===== config.mk =====
export PLATFORM = sky130hd
export DESIGN_NAME = wb_accel_bridge_flat
export DESIGN_NICKNAME = d
export VERILOG_FILES = /design/src/rtl/wb_accel_bridge_if.sv /design/src/rtl/wb_accel_bridge.sv /design/src/flat_wrapper.sv
export SDC_FILE = /design/constraint.sdc
export NUM_CORES = 1
export LEC_CHECK = 0
export ABC_AREA = 1
export CORE_MARGIN = 2
export CORE_UTILIZATION = 59
export DETAILED_ROUTE_END_ITERATION = 12
export PLACE_DENSITY_LB_ADDON = 0.12
export SYNTH_ARGS = -nofsm -noshare
export SYNTH_HDL_FRONTEND = slang
export SYNTH_SLANG_ARGS = --single-unit

===== constraint.sdc =====
create_clock -name wb_clk_i -period 7.8 [get_ports wb_clk_i]
set_clock_uncertainty 0.15 [all_clocks]
set_input_delay 1.56 -clock wb_clk_i [delete_from_list [all_inputs] [get_ports wb_clk_i]]
set_output_delay 1.56 -clock wb_clk_i [all_outputs]
set_load 0.02 [all_outputs]

===== src/rtl/wb_accel_bridge_if.sv =====
// Wishbone slave-side bus bundle for wb_accel_bridge; signal names follow the Caravel user-area port.
interface wb_accel_bridge_if;
   logic        wbs_cyc_i;
   logic        wbs_stb_i;
   logic        wbs_we_i;
   logic [3:0]  wbs_sel_i;
   logic [31:0] wbs_adr_i;
   logic [31:0] wbs_dat_i;
   logic        wbs_ack_o;
   logic [31:0] wbs_dat_o;

   modport slave (
      input  wbs_cyc_i, wbs_stb_i, wbs_we_i, wbs_sel_i, wbs_adr_i, wbs_dat_i,
      output wbs_ack_o, wbs_dat_o
   );

   modport master (
      output wbs_cyc_i, wbs_stb_i, wbs_we_i, wbs_sel_i, wbs_adr_i, wbs_dat_i,
      input  wbs_ack_o, wbs_dat_o
   );
endinterface


===== src/rtl/wb_accel_bridge.sv =====
// Wishbone 4-register window bridging to a crypto core via in/out FIFOs; WB_ACCEL_LOOPBACK_EN adds an in->out loopback.
// Ack/read data one cycle after request; full input FIFO drops writes (OVF), core sees ready=0 when output FIFO full.
module wb_accel_bridge #(
   parameter logic [31:0] BASE_ADDR  = 32'h3000_0000,
   parameter int          FIFO_DEPTH = 4
) (
   input  logic              wb_clk_i,
   input  logic              wb_rst_n_i,
   wb_accel_bridge_if.slave  wb,
   output logic [31:0]       core_din_o,
   output logic              core_din_valid_o,
   input  logic              core_din_ready_i,
   input  logic [31:0]       core_dout_i,
   input  logic              core_dout_valid_i,
   output logic              core_dout_ready_o,
   output logic              core_start_o,
   input  logic              core_busy_i,
   output logic              irq_o
);
   localparam int AW = $clog2(FIFO_DEPTH);
   localparam int LW = $clog2(FIFO_DEPTH) + 1;
   localparam logic [LW-1:0] DEPTH = LW'(FIFO_DEPTH);

   logic        ack_q, start_q, irq_en_q, done_q, ovf_q, unf_q, busy_q;
   logic [31:0] dat_q, rdata;
   logic        hit, req, in_win;
   logic [1:0]  ofs;
   logic        wr_ctrl, wr_status, wr_din, rd_dout;
   logic        flush, lb, lb_move;

   logic [31:0]   in_mem [FIFO_DEPTH];
   logic [AW-1:0] in_wp, in_rp;
   logic [LW-1:0] in_cnt;
   logic          in_empty, in_full, in_push, in_pop;

   logic [31:0]   out_mem [FIFO_DEPTH];
   logic [AW-1:0] out_wp, out_rp;
   logic [LW-1:0] out_cnt;
   logic          out_empty, out_full, out_push, out_pop;
   logic [31:0]   out_din;

   assign hit    = (wb.wbs_adr_i[31:8] == BASE_ADDR[31:8]);
   assign req    = wb.wbs_cyc_i & wb.wbs_stb_i & hit & ~ack_q;
   assign in_win = (wb.wbs_adr_i[7:4] == 4'h0);
   assign ofs    = wb.wbs_adr_i[3:2];

   assign wr_ctrl   = req &  wb.wbs_we_i & in_win & (ofs == 2'd0);
   assign wr_status = req &  wb.wbs_we_i & in_win & (ofs == 2'd1);
   assign wr_din    = req &  wb.wbs_we_i & in_win & (ofs == 2'd2);
   assign rd_dout   = req & ~wb.wbs_we_i & in_win & (ofs == 2'd3);

   assign flush = wr_ctrl & wb.wbs_sel_i[0] & wb.wbs_dat_i[1];

`ifdef WB_ACCEL_LOOPBACK_EN
   logic lb_q;
   always_ff @(posedge wb_clk_i or negedge wb_rst_n_i) begin
      if (!wb_rst_n_i)
         lb_q <= 1'b0;
      else if (wr_ctrl && wb.wbs_sel_i[0])
         lb_q <= wb.wbs_dat_i[4];
   end
   assign lb      = lb_q;
   assign lb_move = lb_q & ~in_empty & ~out_full;
   assign out_din = lb_move ? core_din_o : core_dout_i;
`else
   assign lb      = 1'b0;
   assign lb_move = 1'b0;
   assign out_din = core_dout_i;
`endif

   // Input FIFO: WB pushes, core (or loopback) pops
   assign in_empty         = (in_cnt == '0);
   assign in_full          = (in_cnt == DEPTH);
   assign core_din_o       = in_mem[in_rp];
   assign core_din_valid_o = ~in_empty & ~lb;
   assign in_push          = wr_din & (wb.wbs_sel_i == 4'hF) & ~in_full;
   assign in_pop           = (core_din_valid_o & core_din_ready_i) | lb_move;

   always_ff @(posedge wb_clk_i) begin
      if (in_push && !flush)
         in_mem[in_wp] <= wb.wbs_dat_i;
   end

   always_ff @(posedge wb_clk_i or negedge wb_rst_n_i) begin
      if (!wb_rst_n_i) begin
         in_wp  <= '0;
         in_rp  <= '0;
         in_cnt <= '0;
      end else if (flush) begin
         in_wp  <= '0;
         in_rp  <= '0;
         in_cnt <= '0;
      end else begin
         if (in_push) in_wp <= in_wp + AW'(1);
         if (in_pop)  in_rp <= in_rp + AW'(1);
         case ({in_push, in_pop})
            2'b10:   in_cnt <= in_cnt + LW'(1);
            2'b01:   in_cnt <= in_cnt - LW'(1);
            default: in_cnt <= in_cnt;
         endcase
      end
   end

   // Output FIFO: core (or loopback) pushes, DOUT reads pop
   assign out_empty         = (out_cnt == '0);
   assign out_full          = (out_cnt == DEPTH);
   assign core_dout_ready_o = ~out_full & ~lb;
   assign out_push          = (core_dout_valid_i & core_dout_ready_o) | lb_move;
   assign out_pop           = rd_dout & ~out_empty;

   always_ff @(posedge wb_clk_i) begin
      if (out_push && !flush)
         out_mem[out_wp] <= out_din;
   end

   always_ff @(posedge wb_clk_i or negedge wb_rst_n_i) begin
      if (!wb_rst_n_i) begin
         out_wp  <= '0;
         out_rp  <= '0;
         out_cnt <= '0;
      end else if (flush) begin
         out_wp  <= '0;
         out_rp  <= '0;
         out_cnt <= '0;
      end else begin
         if (out_push) out_wp <= out_wp + AW'(1);
         if (out_pop)  out_rp <= out_rp + AW'(1);
         case ({out_push, out_pop})
            2'b10:   out_cnt <= out_cnt + LW'(1);
            2'b01:   out_cnt <= out_cnt - LW'(1);
            default: out_cnt <= out_cnt;
         endcase
      end
   end

   always_comb begin
      rdata = '0;
      if (in_win) begin
         case (ofs)
            2'd0: begin
               rdata[8] = irq_en_q;
               rdata[4] = lb;
            end
            2'd1: begin
               rdata[0]     = core_busy_i;
               rdata[1]     = done_q;
               rdata[2]     = ovf_q;
               rdata[3]     = unf_q;
               rdata[4]     = in_full;
               rdata[5]     = out_empty;
               rdata[11:8]  = 4'(in_cnt);
               rdata[19:16] = 4'(out_cnt);
            end
            2'd3:    rdata = out_empty ? 32'h0 : out_mem[out_rp];
            default: rdata = '0;
         endcase
      end
   end

   // Status flags: a hardware set in the same cycle as a W1C wins
   always_ff @(posedge wb_clk_i or negedge wb_rst_n_i) begin
      if (!wb_rst_n_i) begin
         ack_q    <= 1'b0;
         dat_q    <= '0;
         start_q  <= 1'b0;
         irq_en_q <= 1'b0;
         done_q   <= 1'b0;
         ovf_q    <= 1'b0;
         unf_q    <= 1'b0;
         busy_q   <= 1'b0;
      end else begin
         ack_q   <= req;
         start_q <= wr_ctrl & wb.wbs_sel_i[0] & wb.wbs_dat_i[0];
         busy_q  <= core_busy_i;
         if (req)
            dat_q <= wb.wbs_we_i ? 32'h0 : rdata;
         if (wr_ctrl && wb.wbs_sel_i[1])
            irq_en_q <= wb.wbs_dat_i[8];

         if (busy_q && !core_busy_i)
            done_q <= 1'b1;
         else if (wr_status && wb.wbs_sel_i[0] && wb.wbs_dat_i[1])
            done_q <= 1'b0;

         if (wr_din && (wb.wbs_sel_i == 4'hF) && in_full)
            ovf_q <= 1'b1;
         else if (wr_status && wb.wbs_sel_i[0] && wb.wbs_dat_i[2])
            ovf_q <= 1'b0;

         if (rd_dout && out_empty)
            unf_q <= 1'b1;
         else if (wr_status && wb.wbs_sel_i[0] && wb.wbs_dat_i[3])
            unf_q <= 1'b0;
      end
   end

   assign wb.wbs_ack_o = ack_q;
   assign wb.wbs_dat_o = dat_q;
   assign core_start_o = start_q;
   assign irq_o        = done_q & irq_en_q;
endmodule


===== src/flat_wrapper.sv =====
// flat-port wrapper written by rule: the top's interface ports become plain ports
module wb_accel_bridge_flat 
#(
   parameter logic [31:0] BASE_ADDR  = 32'h3000_0000,
   parameter int          FIFO_DEPTH = 4
)
  (wb_clk_i, wb_rst_n_i, core_din_o, core_din_valid_o, core_din_ready_i, core_dout_i, core_dout_valid_i, core_dout_ready_o, core_start_o, core_busy_i, irq_o, wb_wbs_cyc_i, wb_wbs_stb_i, wb_wbs_we_i, wb_wbs_sel_i, wb_wbs_adr_i, wb_wbs_dat_i, wb_wbs_ack_o, wb_wbs_dat_o);
  wb_accel_bridge_if wb_i ();
  input  logic wb_clk_i;
  input  logic wb_rst_n_i;
  output logic [31:0] core_din_o;
  output logic core_din_valid_o;
  input  logic core_din_ready_i;
  input  logic [31:0] core_dout_i;
  input  logic core_dout_valid_i;
  output logic core_dout_ready_o;
  output logic core_start_o;
  input  logic core_busy_i;
  output logic irq_o;
  input wire logic [$bits(wb_i.wbs_cyc_i)-1:0] wb_wbs_cyc_i;
  input wire logic [$bits(wb_i.wbs_stb_i)-1:0] wb_wbs_stb_i;
  input wire logic [$bits(wb_i.wbs_we_i)-1:0] wb_wbs_we_i;
  input wire logic [$bits(wb_i.wbs_sel_i)-1:0] wb_wbs_sel_i;
  input wire logic [$bits(wb_i.wbs_adr_i)-1:0] wb_wbs_adr_i;
  input wire logic [$bits(wb_i.wbs_dat_i)-1:0] wb_wbs_dat_i;
  output wire logic [$bits(wb_i.wbs_ack_o)-1:0] wb_wbs_ack_o;
  output wire logic [$bits(wb_i.wbs_dat_o)-1:0] wb_wbs_dat_o;
  assign wb_i.wbs_cyc_i = wb_wbs_cyc_i;
  assign wb_i.wbs_stb_i = wb_wbs_stb_i;
  assign wb_i.wbs_we_i = wb_wbs_we_i;
  assign wb_i.wbs_sel_i = wb_wbs_sel_i;
  assign wb_i.wbs_adr_i = wb_wbs_adr_i;
  assign wb_i.wbs_dat_i = wb_wbs_dat_i;
  assign wb_wbs_ack_o = wb_i.wbs_ack_o;
  assign wb_wbs_dat_o = wb_i.wbs_dat_o;
  wb_accel_bridge #(.BASE_ADDR(BASE_ADDR), .FIFO_DEPTH(FIFO_DEPTH)) u_core (.wb_clk_i(wb_clk_i), .wb_rst_n_i(wb_rst_n_i), .wb(wb_i), .core_din_o(core_din_o), .core_din_valid_o(core_din_valid_o), .core_din_ready_i(core_din_ready_i), .core_dout_i(core_dout_i), .core_dout_valid_i(core_dout_valid_i), .core_dout_ready_o(core_dout_ready_o), .core_start_o(core_start_o), .core_busy_i(core_busy_i), .irq_o(irq_o));
endmodule

# Word-level counts from Yosys, hierarchy flattened
# Memories as Yosys holds them, arrays and structs flattened.
# Cells that the tools add are included.
[word_totals] input_bits=108 register_bits=53 out_inout_bits=69 wordCells=121 memories=2 ramBits=256
[mem_list] memory="u_core.in_mem" words=4 word_bits=32 rd=1 rd_ports_with_merged_regs=0 wr=1 line="wb_accel_bridge.sv:31" rtl="logic [31:0] in_mem [FIFO_DEPTH];"
[mem_list] memory="u_core.out_mem" words=4 word_bits=32 rd=1 rd_ports_with_merged_regs=0 wr=1 line="wb_accel_bridge.sv:36" rtl="logic [31:0] out_mem [FIFO_DEPTH];"
[classes] n_reduce_logical=26 eq_ne=11 n_addsub=8 n_bitwise=26 mux=34
[op_table] operator="$mux W32" count=3
[op_table] operator="$eq A24 B22 Y1 const B" count=1
[op_table] operator="$and A1 B1 Y1" count=20
[op_table] operator="$mux W2" count=9
[op_table] operator="$pmux W3 S2" count=3
[op_table] operator="$pmux W4 S2" count=2
[op_table] operator="$reduce_bool A2 Y1" count=7
[op_table] operator="$mux W12" count=1
[op_table] operator="$logic_and A1 B1 Y1" count=11
[op_table] operator="$mux W1" count=10
[op_table] operator="$add A2 B1 Y2 const B" count=4
[op_table] operator="$eq A2 B2 Y1 const B" count=4
[op_table] operator="$add A3 B1 Y3 const B" count=2
[op_table] operator="$eq A2 B1 Y1 const B" count=3
[op_table] operator="$eq A3 B3 Y1 const B" count=2
[op_table] operator="$logic_not A3 Y1" count=2
[op_table] operator="$mux W3" count=2
[op_table] operator="$not A1 Y1" count=6
[op_table] operator="$reduce_bool A3 Y1" count=2
[op_table] operator="$sub A3 B1 Y3 const B" count=2
[op_table] operator="$eq A4 B4 Y1 const B" count=1
[op_table] operator="$logic_not A4 Y1" count=1
[op_table] operator="$mux W4" count=1
[op_table] operator="$pmux W1 S2" count=2
[op_table] operator="other kinds (3)" count=4

# Depth between registers and ports, before layout
[depth] word_depth=12 ltp_mapped=14 depth_no_buf=14

# Least setup slack after synthesis
# Ideal clock, no wire load.
[synth_timing] kind="input-to-reg" from="input wb_wbs_adr_i[31]" to="memory u_core.in_mem[0][0] (enable)" stages=7 path_buffers=0 setup_slack_ns=3.534 arrival_ns=3.695 setup_ns=0.421 required_time_ns=7.229 path_cell_list="nor3_2 > inv_1 > nor2_1 > nand3_1 > nor2_4 > nand3_4 > nor2_1"
[synth_between] elab_chain_len=12 elab_cells_between_ends=15 classes_between="eq/ne: 1; mux: 2; bitwise: 10; reduce/logical: 2"
[synth_rtl] element="start: declaration" line="flat_wrapper.sv:24" rtl="input wire logic [$bits(wb_i.wbs_adr_i)-1:0] wb_wbs_adr_i;"
[synth_rtl] element="$eq A24 B22 Y1 (*)" line="wb_accel_bridge.sv:42" rtl="assign hit = (wb.wbs_adr_i[31:8] == BASE_ADDR[31:8]);"
[synth_rtl] element="$and A1 B1 Y1 (*) (2 in a row)" line="wb_accel_bridge.sv:43" rtl="assign req = wb.wbs_cyc_i & wb.wbs_stb_i & hit & ~ack_q;"
[synth_rtl] element="$and A1 B1 Y1 (*) (2 in a row)" line="wb_accel_bridge.sv:47, wb_accel_bridge.sv:49"
[synth_rtl] element="$and A1 B1 Y1" line="wb_accel_bridge.sv:47" rtl="assign wr_ctrl = req & wb.wbs_we_i & in_win & (ofs == 2'd0);"
[synth_rtl] element="$and A1 B1 Y1 (2 in a row)" line="wb_accel_bridge.sv:52" rtl="assign flush = wr_ctrl & wb.wbs_sel_i[0] & wb.wbs_dat_i[1];"
[synth_rtl] element="$logic_not A1 Y1" line="wb_accel_bridge.sv:80" rtl="if (in_push && !flush)"
[synth_rtl] element="$logic_and A1 B1 Y1 (*)" line="wb_accel_bridge.sv:80"
[synth_rtl] element="$mux W1 (*)" line="wb_accel_bridge.sv:80"
[synth_rtl] element="$mux W1 (implied by the code) (*)" line="wb_accel_bridge.sv:81" rtl="in_mem[in_wp] <= wb.wbs_dat_i;"
[synth_rtl] element="end: declaration" line="wb_accel_bridge.sv:31"
# Mark *: on every way between the ends. The rest lies on a longest branch, timed or not.

# Worst setup path in the final report
[layout_timing] from="register u_core.in_rp[1]" to="output core_din_o[19]"
[layout_between] elab_chain_len=1
[layout_rtl] element="start: declaration" line="wb_accel_bridge.sv:32" rtl="logic [AW-1:0] in_wp, in_rp;"
[layout_rtl] element="start signal: assignment" line="wb_accel_bridge.sv:95" rtl="if (in_pop) in_rp <= in_rp + AW'(1);"
[layout_rtl] element="$mem_v2 Z4 W32"
[layout_rtl] element="end: declaration" line="flat_wrapper.sv:11" rtl="output logic [31:0] core_din_o;"
# Every way passes these cells.

==> results_dict.tcl <==
set metrics [dict create \
    die_height_um 148.9 \
    synth_sequential_area_ratio_pct 72.81 \
    power.share.combinational_pct 8.4 \
    netlist_area_um2 12380 \
    crit_path_max_fanout 33 \
    worst-endpoint-required_ns 6.09 \
    internal_power_uw 2964 \
    core_area_um2 20430 \
    portBuffers 174 \
    min_delay_path_depth 2 \
    synth.area.top_cells "edfxtp_1 (62%), dfrtp_1 (11%), o21ai_0 (4.6%)" \
    totalWireLength_um 26480 \
    fmax_mhz 205.4 \
    fin_cells 1456 \
    postSynthNetCount 1115 \
    wire_per_inst_um 18.19 \
    power.share.clock_pct 39.1 \
    tritoncts "built" \
    worstPathArrival_ns 3.16 \
    commonest_non_fill_non_tap_cells_in_the_layout "edfxtp_1 (256), clkdlybuf4s50_1 (173), nand2_1 (148), nor2_1 (141), o21ai_0 (114)" \
    clockRootBuffer "clkbuf_16" \
    number_of_nets_still_failing_antenna_checks_after_routing 0 \
    final_critical_path_setup_slack_ns 2.930 \
    start_kind "flop" \
    row_count 52 \
    grt_pass1_vias 8191 \
    synth.ff_latch_count 309 \
    die_w_um 148.9 \
    p_sw_share_pct 21.86 \
    grt_setup_unrepaired "no" \
    total_die_area_um2 22160 \
    holdCritPathClass "flop to flop" \
    final_common_cell "edfxtp_1" \
    cts-resized-gates 0 \
    maxSlewHeadroom_pct 27.81 \
    totalNegativeSetupSlack_ns 0 \
    synthDistinctLibCells 34 \
    seq_area_um2 9016 \
    cts.htree.levels 1 \
    dr_total_vias 8121 \
    pwr-share-seq_pct 52.5 \
    met3WireLength_um 1606 \
    syn_inst 995 \
    min_cycle_time_layout_ns 4.870 \
    cts_made_buffers 30 \
    insertedDiodeCount 0 \
    post-cts-setup-buffers 0 \
    synthDominantAreaCellType "edfxtp_1" \
    ioPinCount 177 \
    timing.final.hold_violations 0 \
    synthesis.area_per_instance_um2 12.44 \
    worst-slew-pin-transition_ns 1.080 \
    residual_overflow_from_global_routing 0 \
    multi_input_area_um2 2999 \
    cts_hold_buf 0 \
    drt_iter0_markers 474 \
    wirelength_met1_um 10800 \
    avgViaCountPerCell 5.578 \
    status "finished clean" \
    place_worst_setup_slack_ns 3.380 \
    final-max-slew-violation-count 0 \
    p_switching_uw 829.2 \
    met2RoutedLength_um 13330 \
    end_kind "output port" \
    setup_viol 0 \
    grt_pass1_wl_um 41920 \
    detailedRoute.firstPassIterationCount 5 \
    clkSinkCount 309 \
    cts.reportedPaths.clkPinSlew_ns 0.06 \
    grt_usage_pct 24.17 \
    ys_warns 0 \
    r2r_cells 7 \
    fillCellCount 1339 \
    top_signal_layer_used "met4" \
    clock_path_buffers 3 \
    place_congestion 0.8285 \
    synth_to_layout_area_growth_pct 24.36 \
    insertion_delay_ns 0.54 \
    drc 0 \
    post-layout-total-power_uw 3793 \
    max-cap-violations 0 \
    finalHoldWorstSlack_ns 0.3276 \
    dp_hpwl_um 15610 \
    drive_gt1_share_pct 7.167 \
    finalCritPeriodShare_pct 62.43 \
    power_density_nw_per_um2 246.4 \
    grt_start_max_net_pins 70 \
    initial_core_util_pct 60.60 \
    place.detailed.instances 1400 \
    worst_ir_drop_vdd_v 0.0002251 \
    power.static_leakage_uw 0.005614 \
    timing_worst_setup_path_type "flop to output port" \
    finalNetCount 1282 \
    synthDominantCellAreaShare_pct 62.10 \
    grt_antenna_before_repair 0 \
]
cell families (layout without fill, tap and decap cells):
family	after synthesis	in the layout	synth area share, %
buffers and inverters	108	299	3.446
AOI/OAI and AO/OA	215	215	10.29
adders and majority gates	12	12	1.334
muxes	1	1	0.08086
and+or+nand+nor	346	346	11.75
DFF	309	309	72.81
xor gates and xnor gates	4	4	0.2830
cell type report:
type / instances / area share [%]
repair buffers: 181 / 11.62
clock inverters: 15 / 1.276
multi-input cells: 578 / 19.48
clock buffers: 41 / 5.348
inverters: 62 / 1.512
flip-flops and latches: 309 / 58.57
well taps: 270 / 2.194
power by group through the flow:
| stage | Combinational (µW) | Clock [µW] | Sequential, µW |
|---|---|---|---|
| global placement | 313 | 0 | 2020 |
| floorplan | 164 | 0 | 2020 |
| finish | 317 | 1480 | 1990 |
| detailed placement | 319 | 0 | 2020 |
| CTS | 322 | 1500 | 1990 |
| global route | 355 | 1560 | 2000 |
flip-flops by register name (all words and copies together) (netlist names), 2 cells and up:
register and cells:
u_core.in_mem 128, u_core.out_mem 128, u_core.wb.wbs_dat_o 32, u_core.in_cnt 3, u_core.out_cnt 3, u_core.in_rp 2
u_core.in_wp 2, u_core.out_rp 2, u_core.out_wp 2
cells in the mapped netlist, drive strengths merged:
| master | instances |
|---|---|
| a21oi | 18 |
| a22o | 2 |
| a22oi | 7 |
| a32o | 14 |
| buf | 12 |
| clkbuf | 34 |
| clkinv | 2 |
| dfrtp | 53 |
| edfxtp | 256 |
| fa | 2 |
| ha | 10 |
| inv | 60 |
| mux2i | 1 |
| nand2 | 152 |
| nand3 | 26 |
| nand4 | 9 |
| nor2 | 154 |
| nor3 | 5 |
| o211ai | 2 |
| o21ai | 124 |
| o22ai | 48 |
| xor2 | 4 |
critical path, cell delays in order, from the launching register on:
cell	delay [ns]
dfrtp_1	0.35
buf_4	0.25
inv_1	0.79
o21ai_0	0.27
o22ai_1	0.28
clkdlybuf4s50_1	0.66
per-layer routing:
layer  global-route usage, %  vias to the layer above
met5                       0                        -
met4                   7.000                        0
met3                   4.801                       58
met2                   43.17                      231
met1                   30.18                     3953
li1                        -                     3879
per-stage QoR:
stage	cell area [µm²]	utilization, %
after floorplan	12380	-
after global placement	14380	70.36
after detailed placement	14380	70.36
after CTS	15390	75.36
after global routing	15390	75.36
final	15390	75.36
path summary, 6_finish.rpt:
kind / start / slack (ns) / endpoint
max: u_core.in_rp[1]$_DFFE_PN0P_ / 2.93 / core_din_o[19]
min: u_core.wb.wbs_dat_o[18]$_DFFE_PN0N_ / 0.33 / u_core.wb.wbs_dat_o[18]$_DFFE_PN0N_
min in group asynchronous: wb_rst_n_i / 1.02 / u_core.wb.wbs_dat_o[16]$_DFFE_PN0N_
max reg2reg: u_core.wb.wbs_ack_o$_DFF_PN0_ / 5.10 / u_core.in_mem[2][21]$_DFFE_PP_
min reg2reg: u_core.wb.wbs_dat_o[18]$_DFFE_PN0N_ / 0.33 / u_core.wb.wbs_dat_o[18]$_DFFE_PN0N_
max in group asynchronous: wb_rst_n_i / 5.93 / u_core.in_rp[0]$_DFFE_PN0P_
(Power assumes the default switching activity.)
